`src/rtl/bcd_input_converter.sv`:
```
// Sequential packed-BCD to binary converter: one multiply-by-10-and-add per digit, MSD first.
// Optional define BCD_INPUT_SYNC_EN adds a 2-flop synchronizer and rising-edge detector on start.
module bcd_input_converter #(
    parameter int DIGITS = 8,
    parameter int WIDTH  = 32
) (
    input  logic                  clock,
    input  logic                  reset,
    input  logic                  start,
    input  logic [4*DIGITS-1:0]   bcd,
    output logic [WIDTH-1:0]      binary,
    output logic                  busy,
    output logic                  done,
    output logic                  error
);
    localparam int CW = (DIGITS > 1) ? $clog2(DIGITS) : 1;

    typedef enum logic [1:0] {IDLE, CONVERT, DONE} state_t;

    state_t                state, state_next;
    logic [4*DIGITS-1:0]   shreg;
    logic [WIDTH-1:0]      acc;
    logic [CW-1:0]         count;
    logic                  err_flag;
    logic                  go;
    logic                  last_step;
    logic [WIDTH-1:0]      acc_step;

    function automatic logic any_bad_nibble(input logic [4*DIGITS-1:0] v);
        logic bad;
        bad = 1'b0;
        for (int i = 0; i < DIGITS; i++) begin
            if (v[4*i +: 4] > 4'd9) bad = 1'b1;
        end
        return bad;
    endfunction

    function automatic logic [WIDTH-1:0] mul10_add(input logic [WIDTH-1:0] a,
                                                   input logic [3:0] nib);
        return (a << 3) + (a << 1) + {{(WIDTH-4){1'b0}}, nib};
    endfunction

`ifdef BCD_INPUT_SYNC_EN
    logic sync1, sync2, sync_prev;

    always_ff @(posedge clock or posedge reset) begin
        if (reset) begin
            sync1     <= 1'b0;
            sync2     <= 1'b0;
            sync_prev <= 1'b0;
        end else begin
            sync1     <= start;
            sync2     <= sync1;
            sync_prev <= sync2;
        end
    end

    assign go = sync2 & ~sync_prev;
`else
    assign go = start;
`endif

    assign last_step = (count == CW'(DIGITS - 1));
    assign acc_step  = mul10_add(acc, shreg[4*DIGITS-1 -: 4]);

    always_ff @(posedge clock or posedge reset) begin
        if (reset) state <= IDLE;
        else       state <= state_next;
    end

    always_comb begin
        state_next = state;
        case (state)
            IDLE:    if (go) state_next = CONVERT;
            CONVERT: if (last_step) state_next = DONE;
            DONE:    state_next = IDLE;
            default: state_next = IDLE;
        endcase
    end

    always_comb begin
        busy  = (state != IDLE);
        done  = (state == DONE);
        error = (state == DONE) && err_flag;
    end

    // binary is loaded on the final step so it is valid in the same cycle as done
    always_ff @(posedge clock or posedge reset) begin
        if (reset) begin
            shreg    <= '0;
            acc      <= '0;
            count    <= '0;
            err_flag <= 1'b0;
            binary   <= '0;
        end else begin
            case (state)
                IDLE: begin
                    if (go) begin
                        shreg    <= bcd;
                        acc      <= '0;
                        count    <= '0;
                        err_flag <= any_bad_nibble(bcd);
                    end
                end
                CONVERT: begin
                    acc   <= acc_step;
                    shreg <= shreg << 4;
                    count <= count + CW'(1);
                    if (last_step && !err_flag) binary <= acc_step;
                end
                default: ;
            endcase
        end
    end
endmodule

```
`config.mk`:
```
export PLATFORM = sky130hd
export DESIGN_NAME = bcd_input_converter
export DESIGN_NICKNAME = d
export VERILOG_FILES = /design/src/rtl/bcd_input_converter.sv
export SDC_FILE = /design/constraint.sdc
export NUM_CORES = 1
export LEC_CHECK = 0
export CELL_PAD_IN_SITES_DETAIL_PLACEMENT = 1
export CELL_PAD_IN_SITES_GLOBAL_PLACEMENT = 1
export CORE_MARGIN = 2
export CORE_UTILIZATION = 29
export DETAILED_ROUTE_END_ITERATION = 8
export PLACE_DENSITY_LB_ADDON = 0.12
export SETUP_SLACK_MARGIN = 0.3
export SLEW_MARGIN = 20
export SYNTH_ARGS = -nofsm -noshare
export SYNTH_HDL_FRONTEND = slang
export SYNTH_SLANG_ARGS = --single-unit
```
`constraint.sdc`:
```
create_clock -name clock -period 8 [get_ports clock]
set_clock_uncertainty 0.15 [all_clocks]
set_input_delay 1.6 -clock clock [delete_from_list [all_inputs] [get_ports clock]]
set_output_delay 1.6 -clock clock [all_outputs]
set_load 0.02 [all_outputs]
```
==> metrics.md <==
| Metric | Value |
|---|---|
| Outcome | finished clean |
| Global-route usage over all layers | 0.1586 |
| # DRC | 0 |
| Dpl cell area | 7003 µm² |
| CTS sink count | around 100 |
| Largest fanout on the critical path | 4 |
| Syn_nets | 782 |
| CTS Buf Count | 9 |
| Min-Delay Startpoint | binary[15] |
| Number of flops mapped to enable cells by yosys | 0 |
| Most frequent cells in the layout | nand2_1 (129), dfrtp_1 (101), o21ai_0 (79) |
| Die area | approximately 22000 µm² |
| Share of flip-flops with an asynchronous set or reset | 1.000 |
| Vias per cell | 5.010 |
| Slew @ Worst Pin | 0.9960 ns |
| Layout fillers | between 2000 and 2500 |
| Critical Path AT | between 1.5 and 2 ns |
| Clock buffer depth | 2 |
| Share of layout cells above drive strength 1 | 0.05413 |
| Pin count of the biggest net entering global routing | 76 |
| Syn-to-layout area delta | 21.39% |
| Startpoint Class | register |
| Final antenna-violating net count | 0 |
| Final Hold Vio Count | 0 |
| Syn Inst Count | 685 |
| Post-route minimum period | 3.506 ns |
| Post-Syn Area | 6066 µm² |
| Final Cycle Share | 0.4382 |
| RD Place Congestion | 0.8049 |
| Drt total wl | 16720 µm |
| Die extent in x | 148.6 µm |
| PortBufs | 69 |
| CORE AREA | a little over 20000 µm² |
| Slew headroom | 0.3360 |
| Reg-to-reg startpoint | acc[0] |
| Most common cell after layout, fill and taps aside | nand2_1 |
| Setup TNS Final | 0 ns |
| Worst setup startpoint | state[0] |
| Syn_area_per_cell | 8.855 µm² |
| Post-CTS setup buffer count | 0 |
| CTS Hold Buffers Added | 0 |
| Setup Crit Path Kind | reg -> out |
| Min-Delay Path Class | reg -> reg |
| CTS tree | built |
| DRT iter0 DRCs | 223 |
| NumNets Final | 831 |
| Die Ht | 148.6 µm |
| Num ports | 70 |
| Ant diodes | 0 |
| Fmax | roughly 290 MHz |
| Initial antenna violation count | 0 |
| Max cap viols | 0 |
| Fin worst setup slack | approximately 4.5 ns |
| GRT Residual Overflow | 0 |
| Reg area | 2527 µm² |
| Number of global-route vias before repair | between 5000 and 6000 |
| # setup viols final | 0 |
| Post-synth top flop | dfrtp_1 |
| Clock Root Buffer | clkbuf_16 |
| DR WL/cell | 16.57 µm |
| Area of the multi-input gates | 3347 µm² |
| CTS clk-pin slew, worst paths | 0.07 ns |
| Sequential cell area fraction in the yosys report | 0.4167 |
| Count of cell types in the netlist | 52 |
| Max-slew violation count | 0 |
| First-pass iteration count of the detailed router | 4 |
| Vias | 5055 |
| RSZ-0062 raised after global routing | no |
| Hpwl dp | 12420 µm |
| Initial Util | 0.2979 |
| Non-Filler Cell Area, Final | approximately 7400 µm² |
| Crit end category | output pin |
| Post-CTS sizing | 0 |
| Pre-CTS setup slack | 4.452 ns |
| Ys Warns | 0 |
| Later-pin clock latency in the skew report | ~0.35 ns |
| #FFs+latches synth | 101 |
| Row count | 52 |
| CP required | 6.25 ns |
| CTS HTree Levels | 3 |
| First-pass GRT wire length | 27990 µm |
routing by layer:
| layer | GRT usage | share of wire | vias up |
|---|---|---|---|
| li1 | - | - | 2504 |
| met1 | 0.2244 | 0.50 | 2473 |
| met2 | 0.2530 | 0.46 | 68 |
| met3 | 0.02454 | 0.030 | 10 |
| met4 | 0.04286 | 0.010 | 0 |
| met5 | 0 | 0 | - |
stage by stage:
step           cells  hold WS (ns)    util
2_1_floorplan    685        0.2938       -
3_3_place_gp     993        0.3123  0.3439
3_5_place_dp     993        0.3212  0.3439
4_1_cts         1009        0.3363  0.3616
5_1_grt         1009        0.3549  0.3616
6_report        1009        0.3289  0.3616
synth_stat cells, types with 3 or more instances:
master    count  area, µm²
o211ai_1      4      30.03
nand4_1      10      62.56
clkbuf_1     27      101.4
o21ai_0      79      395.4
ha_1         60      750.7
xnor2_1      16      140.1
inv_1        14      52.55
nor3_1        4      20.02
nand2b_1      7      43.79
a21o_1        8      60.06
a21boi_0      3      22.52
a21oi_1      29      145.1
nand3_1      31      155.2
nor2b_1       7      43.79
buf_2         6      30.03
o21bai_1      3      22.52
a31oi_1      30      187.7
mux2i_1       3      30.03
xor2_1       12      105.1
nand2_1     129      484.2
mux2_2        3      33.78
dfrtp_1     101       2527
nor2_1       49      183.9
and2_1        7      43.79
o21ai_1       6      30.03
final timing paths:
path                         endpoint  slack, ns  cells after the start
min                        binary[15]       0.33                      2
max in group asynchronous     acc[25]       4.95                      3
max reg2reg                binary[24]       4.58                     11
min reg2reg                binary[15]       0.33                      2
max                             error       4.49                      3
min in group asynchronous   binary[3]       1.42                      2
area by class of cell:
type | count | area share
multi-input cells | 533 | 0.4545
flip-flops and latches | 101 | 0.3432
repair buffers | 75 | 0.09992
well taps | 270 | 0.04588
clock buffers | 13 | 0.03670
clock inverters | 3 | 0.01223
inverters | 14 | 0.007477
cell families (layout without fill, tap and decap cells):
family	count (synthesis)	in the layout	share of synthesized area
muxes	6	6	0.01052
adders and majority gates	62	62	0.1304
DFF	101	101	0.4167
buffers and inverters	51	105	0.03321
xor gates and xnor gates	28	28	0.04043
AOI/OAI and AO/OA	184	184	0.1844
and+or+nand+nor	253	253	0.1844
sequential cells by signal, summed over array words and instances (netlist names):
signal	count
acc	31
binary	32
err_flag	1
state	2
shreg	32
count	3
worst max-delay path: stages (launching register included):
cell and delay [ns]:
dfrtp_1 0.43, nor2b_1 0.21, and2_1 0.16, clkdlybuf4s50_1 0.60
Power is left out: the tool's default activity adds up to more than one toggle a clock period on the data nets, which glitch-free logic cannot reach.
